**src/rtl/nrisc_multiciclo.sv**
```systemverilog
// Multicycle nRISC core: 18-bit instructions, 8 registers with r0 tied to zero,
// and instruction/data memories reached over req/ack handshakes.
module nrisc_multiciclo #(
    parameter int          DATA_W   = 8,
    parameter int          PC_W     = 8,
    parameter int unsigned RESET_PC = 0
) (
    input  logic              clock,
    input  logic              reset,
    output logic              imem_req,
    output logic [PC_W-1:0]   imem_addr,
    input  logic [17:0]       imem_rdata,
    input  logic              imem_ack,
    output logic              dmem_req,
    output logic              dmem_we,
    output logic [DATA_W-1:0] dmem_addr,
    output logic [DATA_W-1:0] dmem_wdata,
    input  logic [DATA_W-1:0] dmem_rdata,
    input  logic              dmem_ack,
    input  logic [2:0]        dbg_raddr,
    output logic [DATA_W-1:0] dbg_rdata,
    output logic [PC_W-1:0]   pc_out,
    output logic              retire,
    output logic              halted
);
    typedef enum logic [2:0] {
        S_FETCH, S_DECODE, S_EXEC, S_MEM, S_WB, S_HALT
    } state_t;

    localparam logic [2:0] OP_R    = 3'b000;
    localparam logic [2:0] OP_ADDI = 3'b001;
    localparam logic [2:0] OP_LW   = 3'b010;
    localparam logic [2:0] OP_SW   = 3'b011;
    localparam logic [2:0] OP_BEQ  = 3'b100;
    localparam logic [2:0] OP_JUMP = 3'b101;
    localparam logic [2:0] OP_HALT = 3'b110;
    localparam logic [2:0] OP_NOP  = 3'b111;

    state_t              state_q;
    logic                run_q;
    logic                retire_q;
    logic [PC_W-1:0]     pc_q;
    logic [17:0]         ir_q;
    logic [DATA_W-1:0]   a_q, b_q, alu_q, mdr_q;
    logic [DATA_W-1:0]   regs_q [8];
    logic [DATA_W-1:0]   alu_d;

    logic [2:0] op, rs, rt, rd, shamt, funct;
    logic [7:0] imm;
    logic [DATA_W-1:0] imm_sext;
    logic [PC_W-1:0]   pc_target;

    assign op        = ir_q[17:15];
    assign rs        = ir_q[14:12];
    assign rt        = ir_q[11:9];
    assign rd        = ir_q[8:6];
    assign shamt     = ir_q[5:3];
    assign funct     = ir_q[2:0];
    assign imm       = ir_q[7:0];
    assign imm_sext  = DATA_W'($signed(imm));
    assign pc_target = PC_W'(imm);

    always_comb begin
        alu_d = a_q + imm_sext;
        if (op == OP_R) begin
            case (funct)
                3'b000:  alu_d = a_q + b_q;
                3'b001:  alu_d = a_q - b_q;
                3'b010:  alu_d = a_q & b_q;
                3'b011:  alu_d = a_q | b_q;
                3'b100:  alu_d = a_q << shamt;
                3'b101:  alu_d = a_q >> shamt;
                3'b110:  alu_d = ($signed(a_q) < $signed(b_q)) ? DATA_W'(1) : '0;
                default: alu_d = ~(a_q | b_q);
            endcase
        end
    end

    // run_q keeps imem_req low for the first cycle after reset is released.
    always_ff @(posedge clock or negedge reset) begin
        if (!reset) begin
            state_q  <= S_FETCH;
            run_q    <= 1'b0;
            retire_q <= 1'b0;
            pc_q     <= PC_W'(RESET_PC);
            ir_q     <= '0;
            a_q      <= '0;
            b_q      <= '0;
            alu_q    <= '0;
            mdr_q    <= '0;
            for (int i = 0; i < 8; i++) regs_q[i] <= '0;
        end else begin
            run_q    <= 1'b1;
            retire_q <= 1'b0;
            case (state_q)
                S_FETCH: begin
                    if (run_q && imem_ack) begin
                        ir_q    <= imem_rdata;
                        pc_q    <= pc_q + 1'b1;
                        state_q <= S_DECODE;
                    end
                end
                S_DECODE: begin
                    a_q <= regs_q[rs];
                    b_q <= regs_q[rt];
                    if (op == OP_HALT) begin
                        state_q <= S_HALT;
                    end else if (op == OP_NOP) begin
                        state_q  <= S_FETCH;
                        retire_q <= 1'b1;
                    end else begin
                        state_q <= S_EXEC;
                    end
                end
                S_EXEC: begin
                    alu_q <= alu_d;
                    case (op)
                        OP_R, OP_ADDI: state_q <= S_WB;
                        OP_LW, OP_SW:  state_q <= S_MEM;
                        default: begin
                            if (op == OP_JUMP || (op == OP_BEQ && a_q == b_q)) pc_q <= pc_target;
                            state_q  <= S_FETCH;
                            retire_q <= 1'b1;
                        end
                    endcase
                end
                S_MEM: begin
                    if (dmem_ack) begin
                        if (op == OP_LW) begin
                            mdr_q   <= dmem_rdata;
                            state_q <= S_WB;
                        end else begin
                            state_q  <= S_FETCH;
                            retire_q <= 1'b1;
                        end
                    end
                end
                S_WB: begin
                    if (op == OP_R) begin
                        if (rd != 3'd0) regs_q[rd] <= alu_q;
                    end else if (rt != 3'd0) begin
                        regs_q[rt] <= (op == OP_LW) ? mdr_q : alu_q;
                    end
                    state_q  <= S_FETCH;
                    retire_q <= 1'b1;
                end
                S_HALT:  state_q <= S_HALT;
                default: state_q <= S_FETCH;
            endcase
        end
    end

    assign imem_req   = run_q && (state_q == S_FETCH);
    assign imem_addr  = pc_q;
    assign pc_out     = pc_q;
    assign dmem_req   = (state_q == S_MEM);
    assign dmem_we    = (state_q == S_MEM) && (op == OP_SW);
    assign dmem_addr  = alu_q;
    assign dmem_wdata = b_q;
    assign dbg_rdata  = (dbg_raddr == 3'd0) ? '0 : regs_q[dbg_raddr];
    assign retire     = retire_q;
    assign halted     = (state_q == S_HALT);
endmodule
```
**config.mk**
```make
export PLATFORM = sky130hd
export DESIGN_NAME = nrisc_multiciclo
export DESIGN_NICKNAME = d
export VERILOG_FILES = /design/src/rtl/nrisc_multiciclo.sv
export SDC_FILE = /design/constraint.sdc
export NUM_CORES = 1
export LEC_CHECK = 0
export CORE_MARGIN = 1
export CORE_UTILIZATION = 34
export DETAILED_ROUTE_END_ITERATION = 10
export DONT_BUFFER_PORTS = 1
export MAX_ROUTING_LAYER = met4
export PLACE_DENSITY_LB_ADDON = 0.3
export SLEW_MARGIN = 30
export SYNTH_ARGS = -nofsm -noshare
export SYNTH_HDL_FRONTEND = slang
export SYNTH_SLANG_ARGS = --single-unit
```
**constraint.sdc**
```tcl
create_clock -name clock -period 2.5 [get_ports clock]
set_input_delay 0.375 -clock clock [delete_from_list [all_inputs] [get_ports clock]]
set_output_delay 0.375 -clock clock [all_outputs]
set_load 0.01 [all_outputs]
```
==> metrics.csv, run 1 <==
metric,value,unit
"Primary FF master, synth",dfrtp_1,
WL per Instance,22.56,um
hpwl dp,23540,um
area grow syn2layout,14.67,%
maximum vdd drop,0.5621,mV
yosys warns,0,
syn avg cell area,9.128,um^2
core area,26950,um^2
Tot GR Track Use,23.63,%
Synth Register Bits,127,
via count,8320,
"count leader, synth",dfrtp_1,
total CTS buffers,17,
Synth cell types,63,
Synth Area in XOR/XNOR,0.7482,%
Finish-stage setup viols,0,
worst r2r src,a_q[0],
leading post-synthesis cells by cell area,"dfrtp_1 34%, mux4_2 8.7%, o21ai_0 6.1%, mux2_2 4.6%, ha_1 4.5%",
PwrDens,1327,nW/um^2
# rows,60,
Clock Tree Root,clkbuf_16,
pin count of the biggest net entering global routing,128,
die span in x,168.0,um
internal reg-to-reg setup slack,0.06,ns
fin. max-slew vios,0,
RSZ-0062 raised after global routing,true,
clk_skew,0.009546,ns
placed inst area,10110,um^2
critical path required time,2.86,ns
P_leak,4.394,nW
clk_lat worst skew,0.42,ns
net switching power,0.006675,W
Synth top cells by count,"127 x dfrtp_1, 115 x o21ai_0, 105 x nand2_1, 72 x nor2_1, 66 x clkbuf_1",
IO Pins,78,
Fin. Hold Viols,127,
initial drt markers,843,
CTS tree,done,
CTS clock-pin slew for the worst setup and hold paths,0.06,ns
sequential cell area fraction in the yosys report,33.93,%
final cycle utilization of the critical path,97.47,%
CP Class,reg2reg,
final hold slack,-0.3421,ns
failing checks,negative hold slack,
CTS sink cnt,127,
max-cap violations,0,
Synth Cell Area,9365,um^2
Critical path origin,a_q[0],
initial core utilization,34.75,%
# nets final,1116,
Die Ht,168.0,um
first-pass iteration count of the detailed router,6,
number of port buffers,0,
Worst setup SP type,flop,
"Arr. time, crit path",2.79,ns
Hold Crit Class,in2async,
vias in the first global route,8004,
drt drc,0,
Pwr Total,0.01425,W
largest family of logic cells by synthesized area,compound AO/OA/AOI/OAI gates,
Mapped Cells,1026,
Sequential Power Share,24.8,%
Worst-Margin Slew,0.8207,ns
Register-to-Register Path Depth,10,
endpoint class of the critical path,flop,
H-Tree Depth,4,
Clock power frac,17.4,%
internal power,0.007577,W
relative slew slack,45.29,%
simple-gate share of the synthesized area,14.68,%
final WL,31630,um
mux contribution to synthesized area,17.18,%
Synthesized Nets,1096,
post-synth top area share,33.93,%
Via density,5.934,
"FFs w/ async S/R, synth",100.0,%
Compound-Gate Fraction of Synth Area,22.79,%
Max clock buf depth,2,
switch share,46.83,%
first-pass GRT wire length,49280,um
Synth Area in Adders,5.184,%
fin area,10740,um^2
overflow left after global routing,0,
fmax,0.4104,GHz
Combinational Power Share,57.8,%
Placer Congestion,0.9605,
initial antenna violation count,1,
"area leader, netlist",dfrtp_1,
share of cells above drive strength 1,19.74,%
Tmin final,2.437,ns
number of synthesized flops with an enable pin,0,
worst-path maximum fanout,3,
status,"complete, but fails checks",
R2R Path End,dmem_addr[6],
post-route ant nets,0,
Final Core Density,39.85,%
die area,28210,um^2
## routing by layer
metal	GRT usage [%]	up-vias	wire (um)
li1	-	3867	-
met4	9.334	0	1165
met2	35.65	324	14370
met3	3.714	55	1828
met5	-	-	0
met1	31.75	4074	14270
## cells in the final DEF, fill, tap and decap left out, types with 7 or more instances in the layout
master,Yosys,routed
a211oi_1,10,10
a21o_1,8,8
a21oi_1,46,46
a221oi_1,12,11
a22oi_1,10,10
a31oi_1,12,11
a32oi_1,11,11
and3_1,7,7
buf_4,8,88
clkbuf_16,0,17
dfrtp_1,127,126
ha_1,34,34
inv_1,37,36
mux2_2,38,38
mux2i_1,37,37
mux4_2,36,36
nand2_1,105,105
nand2b_1,10,10
nand3_1,20,20
nand3b_1,10,10
nor2_1,72,71
nor2b_1,21,21
nor3_1,16,15
nor4_1,9,9
o211ai_1,7,7
o21ai_0,115,115
o22a_1,44,44
o22ai_1,13,13
## worst max path at each step
stage | to
after floorplan | imem_addr[4]
after global placement | dmem_addr[6]
after detailed placement | dmem_addr[6]
after CTS | imem_addr[7]
after global routing | regs_q[18]
final | dmem_addr[6]
## area by class of cell
| cell class | count | area, um^2 |
|---|---|---|
| inverters | 38 | 142.6 |
| clock buffers | 21 | 460.4 |
| repair buffers | 89 | 680.7 |
| flip-flops and latches | 127 | 3179 |
| multi-input cells | 773 | 5729 |
| fillers | 2681 | 16210 |
| diodes | 2 | 5.005 |
| well taps | 341 | 426.7 |
| clock inverters | 11 | 115.1 |
## metrics by stage
stage	hold WS, ns	worst slack, ns	cells	TNS [ns]
2_1_floorplan	0.07941	0.1387	1026	0
3_3_place_gp	0.08376	-0.1685	1367	-0.1685
3_5_place_dp	0.08295	-0.1591	1367	-0.1591
4_1_cts	-0.3629	0.005718	1399	0
5_1_grt	-0.3591	-0.04344	1401	-0.4860
6_report	-0.3421	0.06320	1402	0
## registers in the layout, indices dropped and copies added, names as in the netlist
| signal | cells |
|---|---|
| dmem_addr | 8 |
| state_q | 3 |
| run_q | 1 |
| mdr_q | 8 |
| dmem_wdata | 8 |
| ir_q | 18 |
| a_q | 8 |
| regs_q | 64 |
| imem_addr | 8 |
| retire | 1 |
## critical path, cell delays in order, from the launching register on
cell and delay [ns]:
dfrtp_1 0.41, inv_2 0.09, ha_1 0.16, inv_1 0.06, fa_1 0.40, nand2b_1 0.20
a221oi_2 0.11, or4_1 0.41, a21o_1 0.22, a31oi_4 0.18, a221o_1 0.13
## repair_timing
action	4_1_cts	5_1_grt
pin swaps	1	3
gates resized for setup	4	6
setup buffers	0	1
setup endpoints to repair	1	32
endpoints found under the hold margin	127	127
## cells by family (layout without fill, tap and decap cells)
logic type,count (synthesis),in the layout
adder cells (fa/ha/maj),37,37
XOR/XNOR,8,8
flip-flops,127,127
AND/OR/NAND/NOR,292,292
other,1,3
AO/OA/AOI/OAI,324,324
buffers and inverters,126,159
multiplexers,111,111
## power groups by stage
stage | registers, W | clock network, W | logic (W)
6_report | 0.00353 | 0.00248 | 0.00824
5_1_grt | 0.00361 | 0.00261 | 0.00895
4_1_cts | 0.00351 | 0.00252 | 0.00809
3_5_place_dp | 0.00354 | 0 | 0.00803
3_3_place_gp | 0.00353 | 0 | 0.00803
2_1_floorplan | 0.00317 | 0 | 0.00552
No activity file was read; power rests on OpenSTA's default activity.
==> run 2: changes to the inputs <==
- SETUP_SLACK_MARGIN: default -> 0.2
==> metrics.csv, run 2 (same netlist as run 1, synthesis figures left out) <==
metric,value,unit
final WL,32460,um
hpwl dp,23950,um
internal reg-to-reg setup slack,0.22,ns
antenna cells,0,
Worst-Margin Slew,0.6668,ns
max reg flops,64,
Setup Slack @ Placement,-0.05409,ns
Worst setup SP type,flop,
max-cap violations,0,
"Arr. time, crit path",2.57,ns
setup TNS,0,ns
core area,26950,um^2
Top Registers,"regs_q x64, ir_q x18",
clk_lat worst skew,0.43,ns
maximum vdd drop,0.6415,mV
worst-path maximum fanout,5,
Via density,5.919,
# rows,60,
number of port buffers,0,
total CTS buffers,17,
Critical Path Max Stage Delay,0.48,ns
CTS sink cnt,127,
Final Core Density,40.85,%
Fin. Hold Viols,127,
DP Cell Count,1376,
post-route ant nets,0,
area grow syn2layout,17.56,%
Die Ht,168.0,um
IO Pins,78,
P_leak,4.496,nW
Clock Tree Root,clkbuf_16,
first-pass GRT wire length,50050,um
drt drc,0,
relative slew slack,55.55,%
share of cells above drive strength 1,23.35,%
WL per Instance,22.92,um
Finish-stage setup viols,0,
critical path required time,2.79,ns
first-pass iteration count of the detailed router,8,
worst r2r src,dmem_wdata[0],
initial antenna violation count,0,
failing checks,negative hold slack,
H-Tree Depth,4,
initial drt markers,877,
overflow left after global routing,0,
fin. max-slew vios,0,
CP Class,reg2reg,
PwrDens,1330,nW/um^2
CTS clock-pin slew for the worst setup and hold paths,0.06,ns
Biggest register,regs_q,
Placer Congestion,0.9594,
Tmin final,2.284,ns
endpoint class of the critical path,flop,
via count,8382,
RSZ-0062 raised after global routing,true,
CP max-delay cell,fa_2,
final hold slack,-0.3501,ns
final cycle utilization of the critical path,91.38,%
CTS tree,done,
Register-to-Register Path Depth,7,
most frequent cells in the layout,"124 x dfrtp_1, 114 x o21ai_0, 104 x nand2_1",
initial core utilization,34.75,%
post-route worst setup slack,0.2155,ns
die span in x,168.0,um
die area,28210,um^2
"Cell Count, Final, Fillers Out",1416,
R2R Path End,dmem_addr[1],
status,"complete, but fails checks",
clk_skew,0.01239,ns
vias in the first global route,8120,
# nets final,1133,
"Critical Path, Cell by Cell","ha_1, fa_2, mux2i_1, o22ai_1, a221o_1, o221ai_2, o211ai_1",
pin count of the biggest net entering global routing,128,
Hold Crit Class,in2async,
Tot GR Track Use,24.19,%
fmax,0.4377,GHz
Max clock buf depth,2,
"commonest non-fill, non-tap cell in the layout",dfrtp_1,
-- run 2: cell count changes in the layout (fill, tap and decap cells not counted), moves of 3 or more --
cell	before	now
fa_2	0	3
inv_2	1	4
inv_1	36	33
nor2b_2	0	3
ha_2	0	3
fa_1	3	0
buf_4	88	101
clkinv_2	5	0
ha_1	34	29
nor2b_1	21	18
-- run 2: critical path, delay by kind of cell (launching register included) --
kind / cells / cell delay, ns
DFF: 1 / 0.40
AOI/OAI and AO/OA: 4 / 0.83
adders and majority gates: 2 / 0.78
muxes: 1 / 0.14
-- run 2: power breakdown --
part           switching, W  leakage (nW)  internal (W)
Sequential         0.000878          1.67       0.00258
Combinational       0.00500          2.56       0.00375
Clock              0.000954         0.269       0.00147
-- run 2: final cells by class --
type / instances / area, um^2
sequential: 127 / 3182
multi-input combinational: 773 / 5847
timing repair buffer: 106 / 840.8
inverter: 38 / 142.6
fill: 2646 / 15940
clock buffer: 24 / 491.7
clock inverter: 7 / 78.83
tap: 341 / 426.7
-- run 2: routing by layer --
| metal | track usage (%) | up-vias | part of all wire, % |
|---|---|---|---|
| li1 | - | 3899 | - |
| met1 | 31.56 | 4169 | 44 |
| met2 | 39.08 | 271 | 48 |
| met3 | 2.985 | 43 | 5.3 |
| met4 | 7.698 | 0 | 2.3 |
| met5 | - | - | 0 |
-- run 2: worst max path at each step --
stage | from | endpoint | slack [ns] | cells past startpoint
2_1_floorplan | a_q[2] | imem_addr[4] | 0.21 | 10
3_3_place_gp | a_q[0] | dmem_addr[6] | -0.01 | 10
3_5_place_dp | a_q[0] | dmem_addr[6] | -0.05 | 10
4_1_cts | dmem_wdata[6] | imem_addr[4] | 0.16 | 9
5_1_grt | dmem_wdata[0] | dmem_addr[1] | 0.17 | 7
6_report | dmem_wdata[0] | dmem_addr[1] | 0.22 | 7
-- run 2: repair_timing --
action | 4_1_cts | 5_1_grt
setup endpoints to repair | 11 | 70
resized for setup | 11 | 31
hold endpoints to repair | 127 | 127
setup buffers | 2 | 7
pin swaps | 5 | 7
-- run 2: metrics by stage --
step / hold WS [ns] / total power (W) / instance area [um^2]
final: -0.3501 / 0.01464 / 11010
after global routing: -0.3625 / 0.01554 / 11010
after CTS: -0.3671 / 0.01419 / 10840
after detailed placement: 0.08432 / 0.01157 / 10210
after global placement: 0.08384 / 0.01158 / 10210
after floorplan: 0.07941 / 0.008692 / 9371
==> run 3: changes to the inputs <==
- CAP_MARGIN: default -> 20
==> results of run 3 <==
Final layout, timing and power as in run 2 (identical DEF).
